<file path="config.mk">
export PLATFORM = sky130hd
export DESIGN_NAME = rpi_sample_fifo_irq
export DESIGN_NICKNAME = d
export VERILOG_FILES = /design/src/rtl/rpi_sample_fifo_irq_pkg.sv /design/src/rtl/rpi_sample_fifo_irq_sync_edge_detect.sv /design/src/rtl/rpi_sample_fifo_irq.sv
export SDC_FILE = /design/constraint.sdc
export NUM_CORES = 2
export LEC_CHECK = 0
export CAP_MARGIN = 20
export CORE_MARGIN = 4
export CORE_UTILIZATION = 62
export CTS_CLUSTER_DIAMETER = 50
export DETAILED_ROUTE_END_ITERATION = 10
export MAX_ROUTING_LAYER = met4
export PLACE_DENSITY_LB_ADDON = 0.08
export SYNTH_ARGS = -nofsm -noshare
export SYNTH_HDL_FRONTEND = slang
export SYNTH_HIERARCHICAL = 1
export SYNTH_SLANG_ARGS = --single-unit
export TNS_END_PERCENT = 100
</file>
<file path="constraint.sdc">
create_clock -name clk_in -period 4 [get_ports clk_in]
set_clock_uncertainty 0.15 [all_clocks]
set_input_delay 0.8 -clock clk_in [delete_from_list [all_inputs] [get_ports clk_in]]
set_output_delay 0.8 -clock clk_in [all_outputs]
set_load 0.01 [all_outputs]
</file>
<file path="src/rtl/rpi_sample_fifo_irq_pkg.sv">
// Shared constants and state encodings for the Pi-facing sample FIFO.
`timescale 1ns/1ps
package rpi_sample_fifo_irq_pkg;

  localparam int SAMPLE_WIDTH          = 32;
  localparam int DEFAULT_DEPTH_LOG2    = 6;
  localparam int DEFAULT_IRQ_THRESHOLD = 32;
  localparam int DEFAULT_SYNC_STAGES   = 2;

  typedef enum logic [1:0] {
    IRQ_IDLE    = 2'd0,
    IRQ_ASSERT  = 2'd1,
    IRQ_RELEASE = 2'd2
  } irq_state_e;

endpackage

</file>
<file path="src/rtl/rpi_sample_fifo_irq_sync_edge_detect.sv">
// Multi-flop synchroniser for an asynchronous input plus rising-edge detect.
`timescale 1ns/1ps
module sync_edge_detect #(
  parameter int   STAGES    = 2,
  parameter logic RESET_VAL = 1'b1
) (
  input  logic clk_in,
  input  logic reset,
  input  logic async_in,
  output logic sync_out,
  output logic rise_pulse
);

  logic [STAGES-1:0] sync_q, sync_d;
  logic              prev_q, prev_d;

  always_comb begin
    sync_d = {sync_q[STAGES-2:0], async_in};
    prev_d = sync_q[STAGES-1];
  end

  // History resets to RESET_VAL so a line held at that level through reset is not an edge.
  always_ff @(posedge clk_in) begin
    if (reset) begin
      sync_q <= {STAGES{RESET_VAL}};
      prev_q <= RESET_VAL;
    end else begin
      sync_q <= sync_d;
      prev_q <= prev_d;
    end
  end

  assign sync_out   = sync_q[STAGES-1];
  assign rise_pulse = sync_q[STAGES-1] & ~prev_q;

endmodule

</file>
<file path="src/rtl/rpi_sample_fifo_irq.sv">
// Sample FIFO between the I2S deserialiser and the Pi strobe-read port,
// with a level-triggered interrupt request that holds until the buffer drains.
`timescale 1ns/1ps
module rpi_sample_fifo_irq
  import rpi_sample_fifo_irq_pkg::*;
#(
  parameter int DATA_WIDTH    = SAMPLE_WIDTH,
  parameter int DEPTH_LOG2    = DEFAULT_DEPTH_LOG2,
  parameter int IRQ_THRESHOLD = DEFAULT_IRQ_THRESHOLD,
  parameter int SYNC_STAGES   = DEFAULT_SYNC_STAGES
) (
  input  logic                  clk_in,
  input  logic                  reset,
  input  logic [DATA_WIDTH-1:0] sample_in,
  input  logic                  sample_valid,
  input  logic                  rpi_rd_strobe,
  output logic [DATA_WIDTH-1:0] rpi_data,
  output logic                  rpi_data_valid,
  output logic                  interrupt_enable,
  output logic [DEPTH_LOG2:0]   fifo_level,
  output logic                  overflow,
  output logic                  underflow
);

  localparam int DEPTH   = 2**DEPTH_LOG2;
  localparam int LEVEL_W = DEPTH_LOG2 + 1;

  logic [DATA_WIDTH-1:0] mem [DEPTH];
  logic [DATA_WIDTH-1:0] rpi_data_q;

  logic [DEPTH_LOG2-1:0] wr_ptr_q, wr_ptr_d;
  logic [DEPTH_LOG2-1:0] rd_ptr_q, rd_ptr_d;
  logic [LEVEL_W-1:0]    level_q, level_d;
  logic                  overflow_q, overflow_d;
  logic                  underflow_q, underflow_d;
  logic                  rpi_data_valid_q, rpi_data_valid_d;

  irq_state_e            state_q;
  logic                  irq_q;

  logic strobe_sync, strobe_rise, pop_pulse;
  logic full, empty, push_ok, pop_ok;

  sync_edge_detect #(
    .STAGES    (SYNC_STAGES),
    .RESET_VAL (1'b1)
  ) u_strobe_sync (
    .clk_in     (clk_in),
    .reset      (reset),
    .async_in   (rpi_rd_strobe),
    .sync_out   (strobe_sync),
    .rise_pulse (strobe_rise)
  );

  assign pop_pulse = strobe_rise & strobe_sync;

  always_comb begin
    full  = (level_q == LEVEL_W'(DEPTH));
    empty = (level_q == '0);
    pop_ok = pop_pulse && !empty;
    // A simultaneous pop frees the slot, so a push at full still lands.
    push_ok = sample_valid && (!full || pop_ok);

    wr_ptr_d         = push_ok ? wr_ptr_q + DEPTH_LOG2'(1) : wr_ptr_q;
    rd_ptr_d         = pop_ok  ? rd_ptr_q + DEPTH_LOG2'(1) : rd_ptr_q;
    rpi_data_valid_d = rpi_data_valid_q | pop_ok;
    overflow_d       = overflow_q  | (sample_valid && !push_ok);
    underflow_d      = underflow_q | (pop_pulse && empty);

    level_d = level_q;
    if (push_ok && !pop_ok) begin
      level_d = level_q + LEVEL_W'(1);
    end else if (pop_ok && !push_ok) begin
      level_d = level_q - LEVEL_W'(1);
    end
  end

  always_ff @(posedge clk_in) begin
    if (reset) begin
      wr_ptr_q         <= '0;
      rd_ptr_q         <= '0;
      level_q          <= '0;
      overflow_q       <= 1'b0;
      underflow_q      <= 1'b0;
      rpi_data_valid_q <= 1'b0;
    end else begin
      wr_ptr_q         <= wr_ptr_d;
      rd_ptr_q         <= rd_ptr_d;
      level_q          <= level_d;
      overflow_q       <= overflow_d;
      underflow_q      <= underflow_d;
      rpi_data_valid_q <= rpi_data_valid_d;
    end
  end

  always_ff @(posedge clk_in) begin
    if (push_ok) begin
      mem[wr_ptr_q] <= sample_in;
    end
  end

  // Read-old-data when push and pop hit the same address at full.
  always_ff @(posedge clk_in) begin
    if (reset) begin
      rpi_data_q <= '0;
    end else if (pop_ok) begin
      rpi_data_q <= mem[rd_ptr_q];
    end
  end

  // RELEASE forces at least one low cycle so the downstream clock counter clears.
  always_ff @(posedge clk_in) begin
    if (reset) begin
      state_q <= IRQ_IDLE;
      irq_q   <= 1'b0;
    end else begin
      case (state_q)
        IRQ_IDLE: begin
          if (level_q >= LEVEL_W'(IRQ_THRESHOLD)) begin
            state_q <= IRQ_ASSERT;
            irq_q   <= 1'b1;
          end
        end
        IRQ_ASSERT: begin
          if (level_q == '0) begin
            state_q <= IRQ_RELEASE;
            irq_q   <= 1'b0;
          end
        end
        IRQ_RELEASE: begin
          state_q <= IRQ_IDLE;
          irq_q   <= 1'b0;
        end
        default: begin
          state_q <= IRQ_IDLE;
          irq_q   <= 1'b0;
        end
      endcase
    end
  end

  assign rpi_data         = rpi_data_q;
  assign rpi_data_valid   = rpi_data_valid_q;
  assign interrupt_enable = irq_q;
  assign fifo_level       = level_q;
  assign overflow         = overflow_q;
  assign underflow        = underflow_q;

endmodule

</file>
-- Word-level counts from Yosys, hierarchy flattened
Memory sizes are Yosys's and may differ from the RTL's. A register that Yosys moved wholly into a read port is not among the register bits.
Index checks and enable logic that the tools add are counted.
- flip-flop bits (word level): 28
- RAM bits: 2048
- input bits: 36
- output and inout port bits: 43
- memories kept: 1
- add/subtract/negate cells: 4
- order comparisons: 1
- equal/unequal tests: 4
- mux-type cells: 10
- bitwise gates (word level): 6
- reductions and logical operators: 15
- memories (name ; depth ; width ; rd ports ; clocked after Yosys merged registers in ; write ports ; RTL line ; text):
    mem ; 64 ; 32 ; 1 ; 1 ; 1 ; rpi_sample_fifo_irq.sv:28 ; logic [DATA_WIDTH-1:0] mem [DEPTH];
- operators by type and width (operator ; count):
    $mux 7 ; 2
    $add 6x1->6 const B ; 2
    $add 7x1->7 const B ; 1
    $eq 7x7->1 const B ; 1
    $ge 7x6->1 const B ; 1
    $logic_not 7->1 ; 1
    $sub 7x1->7 const B ; 1
    $logic_and 1x1->1 ; 6
    $logic_not 1->1 ; 4
    $mux 1 ; 4
    $mux 2 ; 2
    $ne 2x2->1 const B ; 2
    $pmux 2 s2 ; 1
    $or 1x1->1 ; 3
    $and 1x1->1 ; 2
    $eq 2x1->1 const B ; 1
    $logic_not 2->1 ; 1
    $pmux 1 s2 ; 1
    $reduce_and 2->1 ; 1
    $reduce_bool 2->1 ; 1
    $logic_or 1x1->1 ; 1
    $not 1->1 ; 1

-- Logic depth before layout (Yosys ltp)
- word-level depth: 10
- mapped depth: 12
- gate-level depth less buffers: 12

-- Cells and area by module
Netlist, hierarchy kept.
- by module, submodules not included (module ; times used ; cells an instance ; area each (um^2) ; seq. area each (um^2)):
    rpi_sample_fifo_irq ; 1 ; 3631 ; 80527.2 ; 62620.1
    sync_edge_detect ; 1 ; 7 ; 85.1 ; 60.1

-- Worst setup path after synthesis
OpenSTA, ideal clock, no wires.
- path type: register to register
- from: register level_q[1] (netlist: fifo_level[1])
- to: register level_q[6] (netlist: fifo_level[6])
- library setup time: 121 ps
- arrival: 3259 ps
- required time: 3729 ps
- setup slack: 470 ps
- cell stages (with the launch flop): 12
- buffers on the path: 0
- clock period less this slack: 3530 ps
- cells stage by stage: dfxtp_1 > or4_1 > o41ai_1 > inv_2 > ha_1 > inv_1 > ha_1 > a21o_1 > a21oi_1 > o211ai_1 > o211ai_1 > mux2_2
- word-level cells in the longest chain between the ends: 8
- elaborated cells on any way between the ends: 16
- RTL lines (item ; RTL line ; text):
    start, declared ; rpi_sample_fifo_irq.sv:33 ; logic [LEVEL_W-1:0] level_q, level_d;
    start signal, assigned ; rpi_sample_fifo_irq.sv:89 ; level_q <= level_d;
    $logic_not 7->1 ; rpi_sample_fifo_irq.sv:59 ; empty = (level_q == '0);
    $logic_not 1->1 ; rpi_sample_fifo_irq.sv:60 ; pop_ok = pop_pulse && !empty;
    $logic_and 1x1->1 ; rpi_sample_fifo_irq.sv:60 ;
    $logic_or 1x1->1 (*) ; rpi_sample_fifo_irq.sv:62 ; push_ok = sample_valid && (!full || pop_ok);
    $logic_and 1x1->1 (*) ; rpi_sample_fifo_irq.sv:62 ;
    via push_ok ; rpi_sample_fifo_irq.sv:42 ; logic full, empty, push_ok, pop_ok;
    $logic_not 1->1 ; rpi_sample_fifo_irq.sv:73 ; end else if (pop_ok && !push_ok) begin
    $logic_and 1x1->1 ; rpi_sample_fifo_irq.sv:73 ;
    $reduce_bool 2->1 (no line) ; - ;
Mark *: on every way through the listed nets, which the timed path passes. The rest lies on a longest branch. The select of a mux whose other input is x is not followed.
A chain may end at the register's enable or synchronous reset.

-- Worst setup path after layout
- from: register level_q[2] (netlist: fifo_level[2])
- to: register level_q[6] (netlist: fifo_level[6])
Same word-level chain as after synthesis.

==> flow_summary.yaml <==
outcome:
  outcome: "completed"
layout:
  nets: 4020
  drive_above_1_share: 0.282
  post-route-util: 0.710
  syn_to_final_growth_pct: 14.0
clocking:
  tritoncts: "yes"
  cts_setup_buffers: 0
  clkSinkCount: 2107
  cts_max_path_buffers: 3
  cts-root-buf: "clkbuf_16"
  cts_buffers: 203
  clock_latency_ns: 0.82
  cts_hold_buf: 0
  htree_levels: 4
  clk_pin_slew_worst_paths_ns: 0.06
synth:
  synth_top_family_by_area: "multiplexers"
  yosysUniqueCellTypes: 69
  yosys_warnings: 6
  ys_async_sr_fraction: 0
  yosysSeqAreaShare: 0.778
  synthXorXnorAreaFrac: 0.00141
  synthAdderAreaFrac: 0.00149
  synth_compound_area_frac: 0.0303
  synth_edf_count: 2048
  synthMuxAreaShare: 0.158
  synthesis.area_mm2: 0.0806
  syn_area_per_cell_um2: 22.2
  synth_nets: 3683
  synth_simple_gate_area_share: 0.0161
  ys_ff_latch: 2107
  postSynthCellCount: 3638
  synth_ff_type: "edfxtp_1"
pwr:
  power_uw: 45300
  leakage_uw: 0.0281
  vdd_drop_max_uv: 495
  power_density_mw_per_mm2: 493
global_routing:
  grt_pass1_wl_um: 291000
  grt_pass1_vias: 40172
  grt-ovfl-total: 0
  grt_max_degree: 86
  antenna_found_initial: 0
  track_usage: 0.311
routing:
  ant_nets: 0
  dr_total_vias: 39976
  drt_iter0_drc: 5488
  first_pass_iters: 6
  wire_per_inst_um: 34.0
  wl_um: 200000
  drt_drc_violations_left: 0
  routed_via_density: 6.78
critical_path:
  worstSetupEndpointType: "flip-flop"
  path_max_fanout: 6
  r2r_cells: 11
  critical_path_class: "reg -> reg"
  critPathRequiredTime_ns: 4.55
  r2r_slack_ns: 0.30
  reg2reg_to: "fifo_level[6]$_SDFFE_PP0P_"
  worstPathArrival_ns: 4.25
  cp-start-kind: "flip-flop"
  r2r_start: "fifo_level[2]$_SDFFE_PP0P_"
floorplan:
  pin_count: 79
  core_mm2: 0.129
  dieArea_mm2: 0.136
  die_w_um: 369
  row_count: 132
  die_h_um: 369
  initial_utilization: 0.623
timing:
  rsz0062_at_grt: "no"
  fin_crit_ns: 3.70
  slew_viol_final: 0
  period_share: 0.925
  worst_slew_pin_slew_ns: 1.16
  hold_violations: 0
  slew_headroom: 0.221
  worst_slack_ns: 0.302
  fmax_ghz: 0.270
  setup_tns_ns: 0
  setup_viol: 0
hold_path:
  worstHoldPathCells: 1
  min_from: "sample_in[12]"
  hold_end: "mem[0][12]$_DFFE_PP_"
  hold_path.class: "in -> reg"
place:
  dp.final_hpwl_um: 123000
  gp_routability_congestion: 0.911
  numPortBuffers: 78
  dp_slack_ns: 0.142
run:
  cap_violations: 0
[area by class of cell]
type	instances	area (µm²)
Antenna cell	1	2.50
Clock buffer	287	5690
Clock inverter	93	731
Fill cell	7515	37500
Inverter	11	41.3
Multi-Input combinational cell	1316	17200
Sequential cell	2107	62700
Tap cell	1742	2180
Timing Repair Buffer	336	3300
[cells by family after synthesis]
family,after synthesis
AOI/OAI and AO/OA,317
xor gates and xnor gates,13
and+or+nand+nor,282
DFF,2107
muxes,695
buffers and inverters,215
adders and majority gates,9
[critical path, cell delays in order, from the launching register on]
cell      delay [ns]
dfxtp_1         0.34
or4_1           0.58
o41ai_2         0.46
inv_2           0.14
ha_1            0.29
inv_1           0.20
ha_1            0.31
a21o_1          0.18
a21oi_1         0.30
o211ai_1        0.15
o211ai_1        0.13
mux2_2          0.35
[metal layers]
layer  wire length [µm]  up-vias  global-route usage
met4               6610        0              0.0946
met1              77100    21234               0.439
met5                  0        -                   -
met2              98100     2238               0.481
li1                   -    16143                   -
met3              18600      361              0.0505
[registers in the layout, indices dropped and copies added, names as in the netlist]
register / cells
rpi_data_valid: 1
rpi_data: 32
rd_ptr_q: 6
underflow: 1
state_q: 2
wr_ptr_q: 6
fifo_level: 7
u_strobe_sync/prev_q: 1
mem: 2048
overflow: 1
u_strobe_sync/sync_q: 2
[Yosys cell counts, drive strengths merged, types with 3 or more instances]
cell,instances,share of area
o311ai,4,0.00043
a211oi,12,0.0011
a32oi,16,0.0017
a211o,10,0.0011
and3,3,0.00023
o211ai,6,0.00056
o21bai,3,0.00028
dfxtp,59,0.015
o21a,3,0.00028
o22a,13,0.0014
or3b,3,0.00033
nand4,15,0.0012
nand3b,4,0.00037
o221ai,31,0.0034
ha,8,0.0012
a22oi,49,0.0046
nand2b,4,0.00031
o22ai,40,0.0031
a221o,13,0.0016
or2,5,0.00039
buf,132,0.011
inv,10,0.00047
nor2,113,0.0053
nand2,68,0.0032
a311oi,3,0.00033
edfxtp,2048,0.76
and2,15,0.0012
nor2b,11,0.00085
a21oi,28,0.0017
o31ai,6,0.00056
nor3,14,0.00087
a221oi,11,0.0012
xnor2,6,0.00065
mux2i,193,0.024
nand3,20,0.0012
o21ai,14,0.00087
mux4,457,0.13
xor2,7,0.00076
a22o,21,0.0023
mux2,45,0.0063
clkbuf,72,0.0034
a2111oi,18,0.0020
[metrics by stage]
step           hold slack, ns  cell area [µm²]  instances
6_report                0.188            91900       5893
5_1_grt                 0.159            91900       5892
4_1_cts                 0.269            91800       5887
3_5_place_dp            0.254            85300       5507
3_3_place_gp            0.241            85200       5502
2_1_floorplan           0.235            80600       3638
[power by group]
part           switching [µW]  internal, µW  total [µW]  leakage, µW
sequential                115         24400       24500       0.0189
clock                    7980         10500       18500      0.00313
combinational            1360           914        2280      0.00602
total                    9450         35800       45300       0.0281
[layout by cell type, fill, tap and decap left out, types with 16 or more instances in the layout]
cell type	netlist	routed
a21oi_1	28	28
a22o_1	21	21
a22oi_1	49	49
a32oi_1	16	16
buf_12	1	53
buf_2	50	32
buf_4	34	201
clkbuf_1	72	64
clkbuf_16	0	211
clkdlybuf4s50_1	0	46
clkinv_1	1	28
clkinv_2	0	34
dfxtp_1	59	54
edfxtp_1	2048	2048
mux2_2	45	45
mux2i_1	193	193
mux4_2	457	457
nand2_1	68	68
nand3_1	20	19
nor2_1	113	47
nor2_4	0	66
o221ai_1	31	31
o22ai_1	40	40
[what timing repair did]
action,4_1_cts,5_1_grt
resized for setup,0,1
hold endpoints to repair,0,0
endpoints found under the setup margin,0,1
[worst max path at each step]
| stage | from | to | slack [ns] |
|---|---|---|---|
| after floorplan | fifo_level[1]$_SDFFE_PP0P_ | fifo_level[6]$_SDFFE_PP0P_ | 0.47 |
| after global placement | fifo_level[2]$_SDFFE_PP0P_ | fifo_level[6]$_SDFFE_PP0P_ | 0.11 |
| after detailed placement | fifo_level[2]$_SDFFE_PP0P_ | fifo_level[6]$_SDFFE_PP0P_ | 0.14 |
| after CTS | fifo_level[2]$_SDFFE_PP0P_ | fifo_level[6]$_SDFFE_PP0P_ | 0.12 |
| after global routing | fifo_level[2]$_SDFFE_PP0P_ | fifo_level[6]$_SDFFE_PP0P_ | 0.16 |
| final | fifo_level[2]$_SDFFE_PP0P_ | fifo_level[6]$_SDFFE_PP0P_ | 0.30 |
Note: power is estimated with default switching activity, not from simulation.
